File: src/rtl/usb_rx_pkt_engine.sv
// ---------------------------------------------------------------------------
// usb_rx_pkt_engine
//
// Parses the de-stuffed USB receive byte stream: SYNC, PID, then the token,
// data or handshake body of the packet.
// - DATA payload goes to the RX FIFO. The last two bytes are held back
//   because they are the CRC16 and must never reach the FIFO.
// - Tokens are filtered on device address and endpoint.
// - Protocol, CRC, overflow and bus-stall timeout problems are reported as
//   typed error codes.
//
// Ports
//   clk, n_rst          system clock, asynchronous active-low reset
//   rx_byte/_vld        received byte and its 1-cycle valid strobe
//   eop, eop_err        good / malformed end-of-packet strobes
//   bitstuff_err        bit-stuff violation strobe
//   crc5_ok, crc16_ok   CRC residue flags, looked at only together with eop
//   dev_addr            programmed device address
//   buf_occupancy       current RX FIFO fill level
//   buf_wdata/push      payload byte and FIFO write strobe (same cycle as
//                       the incoming byte that releases it)
//   buf_flush           discard the packet currently in the FIFO
//   crc_clear           restart the external CRC checkers
//   rx_busy             a packet is in progress
//   rx_pid/addr/endp/len  fields of the last accepted packet
//   pkt_done            packet accepted pulse
//   rx_error/err_code   sticky error flag and cause; cleared by the next SYNC
// ---------------------------------------------------------------------------
module usb_rx_pkt_engine #(
    parameter int MAX_PAYLOAD = 64,
    parameter int BUF_DEPTH   = 64,
    parameter int NUM_EP      = 4,
    parameter int TIMEOUT_CYC = 1024,
    localparam int OCC_W = $clog2(BUF_DEPTH + 1),
    localparam int LEN_W = $clog2(MAX_PAYLOAD + 1),
    localparam int TO_W  = $clog2(TIMEOUT_CYC + 1)
) (
    input  logic             clk,
    input  logic             n_rst,
    input  logic [7:0]       rx_byte,
    input  logic             rx_byte_vld,
    input  logic             eop,
    input  logic             eop_err,
    input  logic             bitstuff_err,
    input  logic             crc5_ok,
    input  logic             crc16_ok,
    input  logic [6:0]       dev_addr,
    input  logic [OCC_W-1:0] buf_occupancy,
    output logic [7:0]       buf_wdata,
    output logic             buf_push,
    output logic             buf_flush,
    output logic             crc_clear,
    output logic             rx_busy,
    output logic [3:0]       rx_pid,
    output logic [6:0]       rx_addr,
    output logic [3:0]       rx_endp,
    output logic [LEN_W-1:0] rx_len,
    output logic             pkt_done,
    output logic             rx_error,
    output logic [2:0]       err_code
);

    typedef enum logic [2:0] {
        S_IDLE,
        S_PID,
        S_TOKEN,
        S_DATA,
        S_HSK,
        S_ERR_WAIT
    } state_t;

    localparam logic [2:0] E_SYNC    = 3'd1;
    localparam logic [2:0] E_PIDCHK  = 3'd2;
    localparam logic [2:0] E_LEN     = 3'd3;
    localparam logic [2:0] E_LINE    = 3'd4;
    localparam logic [2:0] E_CRC     = 3'd5;
    localparam logic [2:0] E_OVF     = 3'd6;
    localparam logic [2:0] E_TIMEOUT = 3'd7;

    state_t state, state_nxt;

    logic [1:0]       tok_cnt;
    logic [7:0]       tok_b0;
    logic [2:0]       tok_b1;
    logic [1:0]       hold_cnt;
    logic [7:0]       hold1, hold0;
    logic [LEN_W-1:0] push_cnt;
    logic [3:0]       pid_q;
    logic [TO_W-1:0]  to_cnt;

    logic       err_det;
    logic [2:0] err_val;
    logic       flush_det;
    logic       done_det;
    logic       clr_det;
    logic       sync_ok;
    logic       pid_cap;
    logic       tok_cap;
    logic       data_shift;
    logic       push;
    logic       timed_out;
    logic [3:0] tok_endp;
    logic       tok_match;

    assign tok_endp  = {tok_b1, tok_b0[7]};
    assign tok_match = (tok_b0[6:0] == dev_addr) && ({28'd0, tok_endp} < 32'(NUM_EP));

    // A full stall window has elapsed only when nothing at all arrives this cycle.
    assign timed_out = (state != S_IDLE) && (to_cnt == TO_W'(TIMEOUT_CYC - 1))
                       && !rx_byte_vld && !eop && !bitstuff_err && !eop_err;

    assign rx_busy   = (state != S_IDLE);
    assign buf_push  = push;
    assign buf_wdata = hold1;

    always_ff @(posedge clk or negedge n_rst) begin
        if (!n_rst) begin
            state <= S_IDLE;
        end else begin
            state <= state_nxt;
        end
    end

    // Line errors outrank eop, which outranks a byte arriving in the same cycle.
    // Once in ERR_WAIT the first error of the packet is kept.
    always_comb begin
        state_nxt  = state;
        err_det    = 1'b0;
        err_val    = 3'd0;
        flush_det  = 1'b0;
        done_det   = 1'b0;
        clr_det    = 1'b0;
        sync_ok    = 1'b0;
        pid_cap    = 1'b0;
        tok_cap    = 1'b0;
        data_shift = 1'b0;
        push       = 1'b0;

        if (state == S_IDLE) begin
            if (rx_byte_vld) begin
                if (rx_byte == 8'h80) begin
                    sync_ok   = 1'b1;
                    state_nxt = S_PID;
                end else begin
                    err_det   = 1'b1;
                    err_val   = E_SYNC;
                    state_nxt = S_ERR_WAIT;
                end
            end
        end else if (bitstuff_err || eop_err) begin
            if (state != S_ERR_WAIT) begin
                err_det   = 1'b1;
                err_val   = E_LINE;
                flush_det = (state == S_DATA);
            end
            state_nxt = eop_err ? S_IDLE : S_ERR_WAIT;
        end else if (timed_out) begin
            if (state != S_ERR_WAIT) begin
                err_det   = 1'b1;
                err_val   = E_TIMEOUT;
                flush_det = (state == S_DATA);
            end
            state_nxt = S_IDLE;
        end else begin
            case (state)
                S_PID: begin
                    if (eop) begin
                        err_det   = 1'b1;
                        err_val   = E_LEN;
                        state_nxt = S_IDLE;
                    end else if (rx_byte_vld) begin
                        if (rx_byte[7:4] != ~rx_byte[3:0]) begin
                            err_det   = 1'b1;
                            err_val   = E_PIDCHK;
                            state_nxt = S_ERR_WAIT;
                        end else begin
                            case (rx_byte[3:0])
                                4'b0001, 4'b1001, 4'b1101: begin
                                    pid_cap   = 1'b1;
                                    clr_det   = 1'b1;
                                    state_nxt = S_TOKEN;
                                end
                                4'b0011, 4'b1011: begin
                                    pid_cap   = 1'b1;
                                    clr_det   = 1'b1;
                                    state_nxt = S_DATA;
                                end
                                4'b0010, 4'b1010, 4'b1110: begin
                                    pid_cap   = 1'b1;
                                    state_nxt = S_HSK;
                                end
                                default: begin
                                    err_det   = 1'b1;
                                    err_val   = E_LEN;
                                    state_nxt = S_ERR_WAIT;
                                end
                            endcase
                        end
                    end
                end
                S_TOKEN: begin
                    if (eop) begin
                        if (tok_cnt != 2'd2) begin
                            err_det = 1'b1;
                            err_val = E_LEN;
                        end else if (!crc5_ok) begin
                            err_det = 1'b1;
                            err_val = E_CRC;
                        end else if (tok_match) begin
                            done_det = 1'b1;
                        end
                        state_nxt = S_IDLE;
                    end else if (rx_byte_vld) begin
                        if (tok_cnt == 2'd2) begin
                            err_det   = 1'b1;
                            err_val   = E_LEN;
                            state_nxt = S_ERR_WAIT;
                        end else begin
                            tok_cap = 1'b1;
                        end
                    end
                end
                S_DATA: begin
                    if (eop) begin
                        if (hold_cnt != 2'd2) begin
                            err_det   = 1'b1;
                            err_val   = E_LEN;
                            flush_det = 1'b1;
                        end else if (!crc16_ok) begin
                            err_det   = 1'b1;
                            err_val   = E_CRC;
                            flush_det = 1'b1;
                        end else begin
                            done_det = 1'b1;
                        end
                        state_nxt = S_IDLE;
                    end else if (rx_byte_vld) begin
                        // With two bytes held, the older one is proven to be payload.
                        if (hold_cnt == 2'd2) begin
                            if ((buf_occupancy == OCC_W'(BUF_DEPTH)) ||
                                (push_cnt == LEN_W'(MAX_PAYLOAD))) begin
                                err_det   = 1'b1;
                                err_val   = E_OVF;
                                flush_det = 1'b1;
                                state_nxt = S_ERR_WAIT;
                            end else begin
                                push       = 1'b1;
                                data_shift = 1'b1;
                            end
                        end else begin
                            data_shift = 1'b1;
                        end
                    end
                end
                S_HSK: begin
                    if (eop) begin
                        done_det  = 1'b1;
                        state_nxt = S_IDLE;
                    end else if (rx_byte_vld) begin
                        err_det   = 1'b1;
                        err_val   = E_LEN;
                        state_nxt = S_ERR_WAIT;
                    end
                end
                S_ERR_WAIT: begin
                    if (eop) begin
                        state_nxt = S_IDLE;
                    end
                end
                default: state_nxt = S_IDLE;
            endcase
        end
    end

    // Datapath: packet capture registers, registered status pulses and the
    // stall counter, which restarts on any bus activity or state change.
    always_ff @(posedge clk or negedge n_rst) begin
        if (!n_rst) begin
            tok_cnt   <= '0;
            tok_b0    <= '0;
            tok_b1    <= '0;
            hold_cnt  <= '0;
            hold1     <= '0;
            hold0     <= '0;
            push_cnt  <= '0;
            pid_q     <= '0;
            to_cnt    <= '0;
            pkt_done  <= 1'b0;
            buf_flush <= 1'b0;
            crc_clear <= 1'b0;
            rx_error  <= 1'b0;
            err_code  <= '0;
            rx_pid    <= '0;
            rx_addr   <= '0;
            rx_endp   <= '0;
            rx_len    <= '0;
        end else begin
            pkt_done  <= done_det;
            buf_flush <= flush_det;
            crc_clear <= clr_det;

            if (sync_ok) begin
                rx_error <= 1'b0;
                err_code <= '0;
            end else if (err_det) begin
                rx_error <= 1'b1;
                err_code <= err_val;
            end

            if (pid_cap) begin
                pid_q    <= rx_byte[3:0];
                tok_cnt  <= '0;
                hold_cnt <= '0;
                push_cnt <= '0;
            end

            if (tok_cap) begin
                if (tok_cnt == 2'd0) begin
                    tok_b0 <= rx_byte;
                end else begin
                    tok_b1 <= rx_byte[2:0];
                end
                tok_cnt <= tok_cnt + 2'd1;
            end

            if (data_shift) begin
                hold1 <= hold0;
                hold0 <= rx_byte;
                if (hold_cnt != 2'd2) begin
                    hold_cnt <= hold_cnt + 2'd1;
                end
            end

            if (push) begin
                push_cnt <= push_cnt + LEN_W'(1);
            end

            if (done_det) begin
                rx_pid <= pid_q;
                if (state == S_TOKEN) begin
                    rx_addr <= tok_b0[6:0];
                    rx_endp <= tok_endp;
                end
                if (state == S_DATA) begin
                    rx_len <= push_cnt;
                end
            end

            if ((state == S_IDLE) || (state_nxt != state) || rx_byte_vld || eop) begin
                to_cnt <= '0;
            end else begin
                to_cnt <= to_cnt + TO_W'(1);
            end
        end
    end

endmodule
File: config.mk
export PLATFORM = sky130hd
export DESIGN_NAME = usb_rx_pkt_engine
export DESIGN_NICKNAME = d
export VERILOG_FILES = /design/src/rtl/usb_rx_pkt_engine.sv
export SDC_FILE = /design/constraint.sdc
export NUM_CORES = 1
export LEC_CHECK = 0
export BUFFER_PORTS_ARGS = -buffer_cell sky130_fd_sc_hd__buf_2
export CORE_MARGIN = 2
export CORE_UTILIZATION = 29
export CTS_CLUSTER_DIAMETER = 100
export DETAILED_ROUTE_END_ITERATION = 10
export PLACE_DENSITY_LB_ADDON = 0.15
export REMOVE_ABC_BUFFERS = 1
export SYNTH_ARGS = -nofsm -noshare
export SYNTH_HDL_FRONTEND = slang
export SYNTH_SLANG_ARGS = --single-unit
File: constraint.sdc
create_clock -name clk -period 2.68 [get_ports clk]
set_clock_uncertainty 0.05 [all_clocks]
set_input_delay 0.134 -clock clk [delete_from_list [all_inputs] [get_ports clk]]
set_output_delay 0.134 -clock clk [all_outputs]
set_load 0.005 [all_outputs]
* After elaboration in Yosys (flattened, before gate mapping) *
Cells that the tools add are included.

storage, ports and cells
  bits in registers = 85
  bits of input ports = 30
  output and inout port bits = 39
  word-level logic and storage cells = 221

cells by class
  add/subtract/negate cells = 4
  $lt $le $gt $ge = 1
  equality and inequality tests = 25
  muxes and demuxes = 140
  bitwise logic cells = 2
  reductions and logical operators = 30

operators with widths
  cell                                                   number
  two-way mux 3 bit                                      35
  two-way mux 1 bit                                      84
  two-way mux 2 bit                                      13
  equality test 4 bit, second input constant             5
  case mux 3 bit (5 select lines)                        1
  equality test 7 bit, second input constant             2
  two-way mux 7 bit                                      2
  case mux 3 bit (4 select lines)                        1
  adder 11 x 1 -> 11 bit, second input constant          1
  equality test 11 x 10 -> 1 bit, second input constant  1
  two-way mux 11 bit                                     1
  case mux 3 bit (3 select lines)                        1
  equality test 4 x 2 -> 1 bit, second input constant    2
  equality test 8 bit, second input constant             1
  AND reduction 2 bit                                    4
  OR reduction 8 bit                                     1
  adder 7 x 1 -> 7 bit, second input constant            1
  equality test 7 bit                                    1
  equality test 3 x 2 -> 1 bit, second input constant    2
  equality test 3 bit, second input constant             2
  logical AND 1 bit                                      6
  nonzero test 2 bit                                     3
  OR reduction 3 bit                                     2
  logical OR 1 bit                                       5
  19 further kinds                                       25

* Logic depth before layout (Yosys ltp) *
Gate-level depths: netlist (run 1).

  depth in word-level cells = 15
  mapped depth = 9
  mapped depth without buffers = 9

* Worst setup path after synthesis (run 1) *
OpenSTA, ideal clock, no wires.

  path type = register to register
  start = register tok_cnt[0]
  end = register rx_addr[0]
  setup time = 0.128 ns
  arrival time = 2.082 ns
  required time = 2.502 ns
  slack = 0.420 ns
  stages on the path, launching flop included = 10
  buffers on the path = 2
  period minus slack after synthesis = 2.260 ns
  cells stage by stage = dfrtp_1 > inv_1 > ha_1 > clkbuf_1 > nand4_1 > nor4_1 > a21oi_2 > nor3_2 > buf_4 > mux2_1

between the ends
  word-level cells in the longest chain between the ends = 8

ends and longest elaborated chain
  what                             RTL line  source
  from (decl)                      82        logic [1:0] tok_cnt;
  from (signal assigned)           323       tok_cnt <= tok_cnt + 2'd1;
  inequality test 2 bit            203       if (tok_cnt != 2'd2) begin
  two-way mux 1 bit                203
  two-way mux 1 bit                202       if (eop) begin
  case mux 1 bit (3 select lines)  165       case (state)
  two-way mux 1 bit                157       end else if (timed_out) begin
  two-way mux 1 bit                150       end else if (bitstuff_err || eop_err) begin
  two-way mux 1 bit                139       if (state == S_IDLE) begin
  AND reduction 2 bit (no line)    --
  to (signal assigned)             341       rx_addr <= tok_b0[6:0];
  to (decl)                        55        output logic [6:0] rx_addr,

No other way between the ends.
A chain may end at the register's enable or synchronous reset.

* Final worst setup path (run 1) *
  start = register push_cnt[0]
  end = register err_code[0]

between the ends
  word-level cells in the longest chain between the ends = 11

ends and longest elaborated chain
  what                             RTL line  source
  from (decl)                      87        logic [LEN_W-1:0] push_cnt;
  from (signal assigned)           335       push_cnt <= push_cnt + LEN_W'(1);
  equality test 7 bit              241       (push_cnt == LEN_W'(MAX_PAYLOAD))) begin
  logical OR 1 bit                 240       if ((buf_occupancy == OCC_W'(BUF_DEPTH)) ||
  two-way mux 1 bit                240
  two-way mux 1 bit                239       if (hold_cnt == 2'd2) begin
  two-way mux 1 bit                237       end else if (rx_byte_vld) begin
  two-way mux 1 bit                224       if (eop) begin
  case mux 1 bit (4 select lines)  165
  two-way mux 1 bit                157
  two-way mux 1 bit                150
  two-way mux 1 bit                139
  nonzero test 2 bit (no line)     --
  to (signal assigned)             307       err_code <= err_val;
  to (decl)                        60        output logic [2:0] err_code

No other way between the ends.

==> run summary, run 1 <==
DR iter-0 viols -> 133
Die area -> 0.0155 sq mm
Actual slew at the worst max-slew pin -> 616 ps
Max FO, Critical Path -> 6
Setup crit start kind -> flip-flop
Flops & latches, synth -> 85
Worst vdd ir -> 0.000462 V
Core area -> 0.0144 sq mm
Congestion Overflow GR -> 0
Hold endpoint -> tok_b0[5]
Post-Syn Area -> 0.00422 sq mm
Hold path start -> rx_byte[5]
Vias per Instance -> 5.02
Num CTS Buffers -> 9
Slew Limit Fails -> 0
Worst hold path type -> in -> reg
Initial core utilization -> 29.4%
Die height -> 125 microns
Via Count -> 3316
R2R Path End -> err_code[0]
CTS tree -> done
Syn Area/Cell -> 10.7 sq um
Post-route ant nets -> 0
Final GP Congestion -> 0.837
DR DRC count -> 0
Nets -> 507
Crit path largest cell delay -> 430 ps
Util after Layout -> 36.1%
ANT cells -> 0
Clock sink count -> 85
Clock transition at path regs -> 70 ps
I/O pin count -> 69
Critical R2R Launch -> push_cnt[0]
CTS root buffer -> clkbuf_16
Tmin final -> 2470 ps
Ratio of cells with drive above 1 in the final layout -> 32.1%
DP Wirelength -> 7590 microns
Warnings from Yosys -> 0
Detailed Route WL -> 10600 microns
PortBufs -> 68
Reg2Reg Depth -> 8
Max cap viols -> 0
Syn Inst Count -> 393
First-pass GRT wire length -> 17800 microns
Routed length per instance -> 16.0 microns
Initial antenna violation count -> 0
Outcome -> finished, final reports clean
PwrDens -> 628 mW/mm^2
Total power -> 3.26 mW
TritonRoute pass-1 iters -> 4
Crit. End Element -> flip-flop
Sequential area share after synthesis -> 50.4%
GRT Total Usage -> 14.3%
Worst-skew pair later-pin latency -> 350 ps
Largest net degree at the start of global routing -> 86
Setup violators final -> 0
Setup tns final -> 0 ps
Final period util -> 92.2%
Critical Path AT -> 2660 ps
Area Growth Syn to Fin -> 22.8%
Cell count of the worst hold path -> 2
Crit-path cells -> inv_1 > ha_1 > nor4bb_1 > a22oi_1 > nor3_1 > nor2_1 > a41o_1 > a211o_1
CTS Buffer Depth -> 2
Slowest CP cell -> dfrtp_1
Leak Pwr -> 2.53 nW
WP buf/inv -> 1
WHS -> 49.2 ps
Number of global-route vias before repair -> 3408
Reg2Reg Setup Slack -> 210 ps
Final hold vios -> 0
Num rows -> 44
Number of fill cells -> 1463
Worst Path Required -> 2870 ps
Top delay family on crit path -> simple AND/OR/NAND/NOR gates
RSZ-0062 raised after global routing -> false
Distinct cells, synth -> 57
CP Class -> reg -> reg
Fmax -> 0.405 GHz
Die Wd -> 125 microns
H-tree Lvls -> 3
Max-Slew Margin vs Limit -> 58.7%
[registers in the layout (all words and copies together) (netlist names)]
signal     flops
tok_b0         8
hold_cnt       2
hold0          8
pkt_done       1
tok_cnt        2
crc_clear      1
pid_q          4
rx_endp        4
state          3
to_cnt        11
rx_error       1
buf_wdata      8
buf_flush      1
tok_b1         3
rx_addr        7
err_code       3
rx_len         7
push_cnt       7
rx_pid         4
[per-stage QoR]
stage               cells  cell area (sq um)  setup slack (ps)
finish                661               5190               208
global route          661               5190              11.2
CTS                   660               5150              48.2
detailed placement    643               4840              26.9
global placement      643               4840              72.2
floorplan             377               4150               300
[layout make-up]
cell class,instances,area [sq um],share of cell area [%]
Sequential cell,85,2130,41.0
Multi-Input combinational cell,280,1990,38.4
Timing Repair Buffer,84,490,9.45
Tap cell,184,230,4.44
Clock buffer,9,225,4.34
Clock inverter,7,80.1,1.54
Inverter,12,45.0,0.868
[cell families after synthesis]
group / synth area share [%]
buffers and inverters: 2.84
DFF: 50.4
AOI/OAI and AO/OA: 9.24
muxes: 13.0
xor gates and xnor gates: 4.15
and+or+nand+nor: 18.9
adders and majority gates: 1.48
[power by group]
part	internal (mW)	total (mW)	switching (mW)
logic	0.217	0.598	0.381
clock network	0.737	1.29	0.555
registers	1.33	1.37	0.0370
total	2.28	3.26	0.973
[layer usage]
| layer | wire length [microns] | vias to the layer above | GRT usage, % |
|---|---|---|---|
| met4 | 167 | 0 | 4.69 |
| met3 | 512 | 10 | 4.04 |
| li1 | - | 1568 | - |
| met2 | 5010 | 86 | 23.9 |
| met5 | 0 | - | 0 |
| met1 | 4890 | 1652 | 18.0 |
[worst max path at each step]
stage                     cells after the start     endpoint  slack [ps]         from
after floorplan                               7   rx_addr[6]         300   tok_cnt[0]
after global placement                        7    rx_len[5]          70   tok_cnt[0]
after detailed placement                      7    rx_len[4]          30   tok_cnt[0]
after CTS                                     7    rx_len[4]          50   tok_cnt[0]
after global routing                          8  err_code[0]          10  push_cnt[0]
final                                         8  err_code[0]         210  push_cnt[0]
[Yosys cell counts, drive strengths merged]
cell type	count	share of area [%]
nor3	20	2.9
o22ai	3	0.44
a31oi	8	1.2
o2111ai	1	0.21
a211oi	3	0.53
nor4	3	0.95
mux2i	1	0.24
buf	10	1.2
dfrtp	85	50
and2b	1	0.21
or2	2	0.30
nor4bb	3	0.71
a311oi	1	0.21
o31ai	3	0.53
clkbuf	6	0.53
a21o	1	0.18
o2bb2ai	1	0.21
and2	3	0.44
a22o	1	0.21
xor2	8	1.7
nand2	32	2.9
o21ai	22	2.6
a211o	2	0.41
or3	2	0.30
a221oi	2	0.41
nand3	30	3.6
nor2	20	1.8
a22oi	1	0.18
mux2	48	13
o211ai	2	0.36
nand2b	4	0.59
xnor2	12	2.5
o21bai	1	0.18
nor2b	4	0.59
and3b	1	0.21
and4	3	0.62
nand4	5	0.74
and3	5	0.74
inv	12	1.1
a21oi	9	1.2
nand3b	2	0.36
ha	5	1.5
a41o	1	0.24
nor4b	4	0.98
[placed cells by master, fill, tap and decap left out, types with 3 or more instances in the layout]
cell,instances
inv_1,11
and3_1,5
nand4_1,5
xor2_1,8
nor3_1,17
o21ai_0,21
xnor2_1,12
buf_4,14
clkbuf_16,9
nor2_1,19
nand3_1,30
nand2_1,31
dfrtp_1,85
mux2_1,9
a211oi_1,3
nor2b_1,4
nor4bb_1,3
ha_1,5
a21oi_1,8
inv_6,3
mux2_2,39
o31ai_1,3
o22ai_1,3
a31oi_1,7
nor4b_1,3
nand2b_1,4
buf_2,67
and4_1,3
[repair_timing]
| item | 4_1_cts | 5_1_grt |
|---|---|---|
| hold buffers | 1 | 0 |
| setup buffers | 0 | 1 |
| resized for setup | 0 | 2 |
| endpoints found under the hold margin | 85 | 0 |
| setup endpoints to repair | 1 | 27 |
| pin swaps | 1 | 1 |
Note: power is estimated with default switching activity, not from simulation.
==> run 2: changes to the inputs <==
--- a/config.mk
+++ b/config.mk
@@ -7,11 +7,10 @@
 export LEC_CHECK = 0
 export BUFFER_PORTS_ARGS = -buffer_cell sky130_fd_sc_hd__buf_2
 export CORE_MARGIN = 2
-export CORE_UTILIZATION = 29
+export CORE_UTILIZATION = 56
 export CTS_CLUSTER_DIAMETER = 100
 export DETAILED_ROUTE_END_ITERATION = 10
 export PLACE_DENSITY_LB_ADDON = 0.15
-export REMOVE_ABC_BUFFERS = 1
 export SYNTH_ARGS = -nofsm -noshare
 export SYNTH_HDL_FRONTEND = slang
 export SYNTH_SLANG_ARGS = --single-unit
==> run summary, run 2 (synthesis results as in run 1) <==
Outcome -> finished, final reports clean
Post-route ant nets -> 0
GRT Total Usage -> 23.1%
Initial core utilization -> 57.9%
Crit. End Element -> flip-flop
Final hold vios -> 0
Commonest non-fill, non-tap cell in the layout -> dfrtp_1
Critical Path AT -> 2650 ps
CTS tree -> done
Number of fill cells -> 589
Die height -> 90.9 microns
Nets -> 503
Routed length per instance -> 15.8 microns
WHS -> 33.1 ps
Congestion Overflow GR -> 0
Core area -> 0.00729 sq mm
Leak Pwr -> 2.47 nW
Worst hold path type -> in -> reg
I/O pin count -> 69
Fin cells -> 572
Tmin final -> 2460 ps
Syn_nets -> 428
DR iter-0 viols -> 323
Number of global-route vias before repair -> 3214
Num CTS Buffers -> 9
Worst vdd ir -> 0.000494 V
RSZ-0062 raised after global routing -> false
Most frequent cells in the layout -> dfrtp_1, buf_2, mux2_2
Worst Path Required -> 2880 ps
ANT cells -> 0
Area Growth Syn to Fin -> 17.7%
DP Wirelength -> 6480 microns
Vias per Instance -> 5.72
Die area -> 0.00825 sq mm
PwrDens -> 598 mW/mm^2
Largest net degree at the start of global routing -> 86
Setup tns final -> 0 ps
TritonRoute pass-1 iters -> 5
Clock sink count -> 85
Ratio of cells with drive above 1 in the final layout -> 32.1%
Fmax -> 0.407 GHz
H-tree Lvls -> 3
Final period util -> 91.6%
Setup violators final -> 0
Max cap viols -> 0
Via Count -> 3269
Placed Cells -> 554
Util after Layout -> 68.2%
Max FO, Critical Path -> 9
First-pass GRT wire length -> 15400 microns
CTS root buffer -> clkbuf_8
CTS Buffer Depth -> 2
Initial antenna violation count -> 0
Slew Limit Fails -> 0
Max-Slew Margin vs Limit -> 63.0%
Num rows -> 31
Worst-skew pair later-pin latency -> 360 ps
Actual slew at the worst max-slew pin -> 554 ps
Total power -> 2.97 mW
Biggest register -> to_cnt
Die Wd -> 90.9 microns
CP Class -> reg -> reg
DR DRC count -> 0
Detailed Route WL -> 9020 microns
Final GP Congestion -> 0.925
Clock transition at path regs -> 90 ps
Setup crit start kind -> flip-flop
Max reg flops -> 11
PortBufs -> 68
[run 2: cell count changes in the layout (fill, tap and decap cells not counted)]
cell / before / now
bufinv_16: 1 / 2
nor3_2: 2 / 3
buf_12: 2 / 1
clkinvlp_4: 1 / 0
nor3_1: 17 / 16
a31oi_1: 7 / 6
clkbuf_8: 0 / 9
inv_1: 11 / 10
a31oi_2: 1 / 2
inv_2: 1 / 2
buf_4: 14 / 11
clkbuf_16: 9 / 0
[run 2: per-stage QoR]
step	worst slack [ps]	instance area [sq um]
after global routing	65.1	4970
after CTS	75.2	4940
final	224	4970
after floorplan	420	4220
after detailed placement	90.3	4700
after global placement	118	4700
[run 2: area by class of cell]
cell class | count | area, sq um | share of cell area [%]
flip-flops and latches | 85 | 2130 | 42.8
well taps | 99 | 124 | 2.49
inverters | 12 | 45.0 | 0.906
clock buffers | 9 | 124 | 2.49
clock inverters | 7 | 103 | 2.06
multi-input cells | 280 | 2000 | 40.2
repair buffers | 80 | 448 | 9.01
[run 2: routing by layer]
metal / up-vias / global-route usage (%) / routed length (microns)
met4: 0 / 6.44 / 139
li1: 1561 / - / -
met2: 121 / 37.6 / 4410
met3: 18 / 5.09 / 514
met5: - / 0 / 0
met1: 1569 / 31.4 / 3960
[run 2: timing repair]
item,CTS,global route
hold buffers,1,0
hold endpoints to repair,85,0
buffers inserted,0,1
setup endpoints to repair,0,36
gates resized for setup,0,5
[run 2: report_power, final]
part / internal (mW) / switching, mW
Clock: 0.540 / 0.490
Combinational: 0.209 / 0.359
Sequential: 1.33 / 0.0477
Total: 2.08 / 0.896
[run 2: path summary, 6_finish.rpt]
check                                start    endpoint  slack, ps  cells after the start
worst min register to register  rx_addr[0]  rx_addr[0]        440                      1
worst max register to register  tok_cnt[0]   rx_len[5]        220                      7
max in group asynchronous            n_rst   to_cnt[7]       1940                      3
min in group asynchronous            n_rst   rx_len[2]        280                      3
worst min-delay path            rx_byte[6]   tok_b0[6]         30                      2
worst max-delay path            tok_cnt[0]   rx_len[5]        220                      7
[run 2: worst max-delay path, cell delays in order (launching register included)]
cell and delay [ps]:
dfrtp_1 400, inv_1 90, ha_1 330, nand4_1 170
nor4_2 380, a21oi_2 150, nor3_4 390, mux2_2 380
==> run 3: changes to the inputs <==
==> constraint.sdc (replaced) <==
create_clock -name clk -period 2.3 [get_ports clk]
set_clock_uncertainty 0.05 [all_clocks]
set_input_delay 0.115 -clock clk [delete_from_list [all_inputs] [get_ports clk]]
set_output_delay 0.115 -clock clk [all_outputs]
set_load 0.005 [all_outputs]
==> run summary, run 3 (synthesis results as in run 1) <==
Commonest non-fill, non-tap cell in the layout -> dfrtp_1
Worst hold path type -> in -> reg
Clock transition at path regs -> 90 ps
RSZ-0062 raised after global routing -> false
Post-route ant nets -> 0
Core area -> 0.00729 sq mm
Setup crit start kind -> flip-flop
First-pass GRT wire length -> 16300 microns
Number of global-route vias before repair -> 3437
Worst vdd ir -> 0.000585 V
CTS root buffer -> clkbuf_8
Biggest register -> to_cnt
Largest net degree at the start of global routing -> 50
Max FO, Critical Path -> 5
Critical Path AT -> 2360 ps
Slew Limit Fails -> 0
Die area -> 0.00825 sq mm
Ratio of cells with drive above 1 in the final layout -> 33.7%
Outcome -> finished, final reports clean
DR iter-0 viols -> 278
Leak Pwr -> 2.55 nW
CP Class -> reg -> reg
Num rows -> 31
DP Wirelength -> 7040 microns
Final period util -> 94.0%
Congestion Overflow GR -> 0
PortBufs -> 68
Seq. cell area -> 0.00213 sq mm
TritonRoute pass-1 iters -> 5
Most frequent cells in the layout -> dfrtp_1, buf_2, mux2_2
Crit. End Element -> flip-flop
Max cap viols -> 0
Die Wd -> 90.9 microns
Max-Slew Margin vs Limit -> 67.9%
Vias per Instance -> 5.79
Via Count -> 3402
Die height -> 90.9 microns
Multi-input logic area -> 0.00200 sq mm
ANT cells -> 0
Total power -> 3.41 mW
CTS Buffer Depth -> 2
Initial antenna violation count -> 0
Clock sink count -> 85
Setup tns final -> 0 ps
Worst-skew pair later-pin latency -> 360 ps
Number of fill cells -> 566
Worst Path Required -> 2500 ps
H-tree Lvls -> 3
Tmin final -> 2160 ps
Syn_nets -> 428
Initial core utilization -> 57.9%
Nets -> 519
PwrDens -> 670 mW/mm^2
Final hold vios -> 0
Max reg flops -> 11
Final GP Congestion -> 0.949
Actual slew at the worst max-slew pin -> 482 ps
# Post-CTS Setup Buffers -> 0
Fmax -> 0.462 GHz
Routed length per instance -> 16.4 microns
GRT Total Usage -> 24.6%
CTS tree -> done
I/O pin count -> 69
DR DRC count -> 0
Area Growth Syn to Fin -> 20.5%
Detailed Route WL -> 9670 microns
Setup violators final -> 0
Num CTS Buffers -> 9
-- run 3: changes by cell type in the layout (fill, tap and decap cells not counted), moves of 2 or more --
cell / before / now
buf_4: 11 / 25
a31oi_1: 6 / 8
a31oi_2: 2 / 0
buf_12: 1 / 3
clkbuf_1: 0 / 2
-- run 3: path summary, 6_finish.rpt --
| check | from | end | slack (ps) | cells after the start |
|---|---|---|---|---|
| hold / removal | rx_byte[7] | hold0[7] | 9 | 2 |
| max in group asynchronous | n_rst | tok_cnt[0] | 1390 | 3 |
| hold reg to reg | rx_len[6] | rx_len[6] | 440 | 1 |
| setup / recovery | push_cnt[1] | err_code[0] | 140 | 8 |
| setup reg to reg | push_cnt[1] | err_code[0] | 140 | 8 |
| min in group asynchronous | n_rst | rx_len[4] | 200 | 2 |
-- run 3: routing by layer --
layer	vias up	track usage (%)	routed length, microns	share of wire, %
met5	-	0	0	0
met4	0	9.22	142	1.5
met3	20	3.59	573	5.9
met2	124	40.4	4670	48
met1	1651	33.3	4280	44
li1	1607	-	-	-
-- run 3: final cells by class --
type                    instances  share of cell area [%]
clock buffers                  12                    2.85
clock inverters                 4                    1.08
inverters                      12                   0.885
multi-input cells             280                    39.3
flip-flops and latches         85                    41.8
well taps                      99                    2.43
repair buffers                 96                    11.7
-- run 3: per-stage QoR --
step	area, sq um	hold slack (ps)	std cells	utilization [%]	setup slack [ps]
2_1_floorplan	4220	-231	393	-	40.4
3_3_place_gp	4860	58.0	571	66.6	132
3_5_place_dp	4860	60.0	571	66.6	50.9
4_1_cts	5070	6.15	588	69.5	34.3
5_1_grt	5090	11.9	588	69.8	8.40
6_report	5090	9.29	588	69.8	137
-- run 3: report_power, final --
part | leakage, nW | internal (mW) | switching (mW) | total [mW]
clock network | 0.0976 | 0.541 | 0.555 | 1.10
logic | 1.27 | 0.273 | 0.453 | 0.726
registers | 1.17 | 1.55 | 0.0377 | 1.59
total | 2.55 | 2.36 | 1.05 | 3.41
-- run 3: worst max-delay path, cell delays in order (launching register included) --
cell and delay, ps:
dfrtp_1 430, inv_1 90, ha_1 130, nor4bb_1 320, a22oi_2 180, nor3_2 190
nor2_1 110, a41o_1 260, a211o_1 290
-- run 3: repair_timing --
item	4_1_cts	5_1_grt
endpoints found under the hold margin	36	0
hold buffers	1	0
gates resized for setup	0	4
setup endpoints to repair	0	18
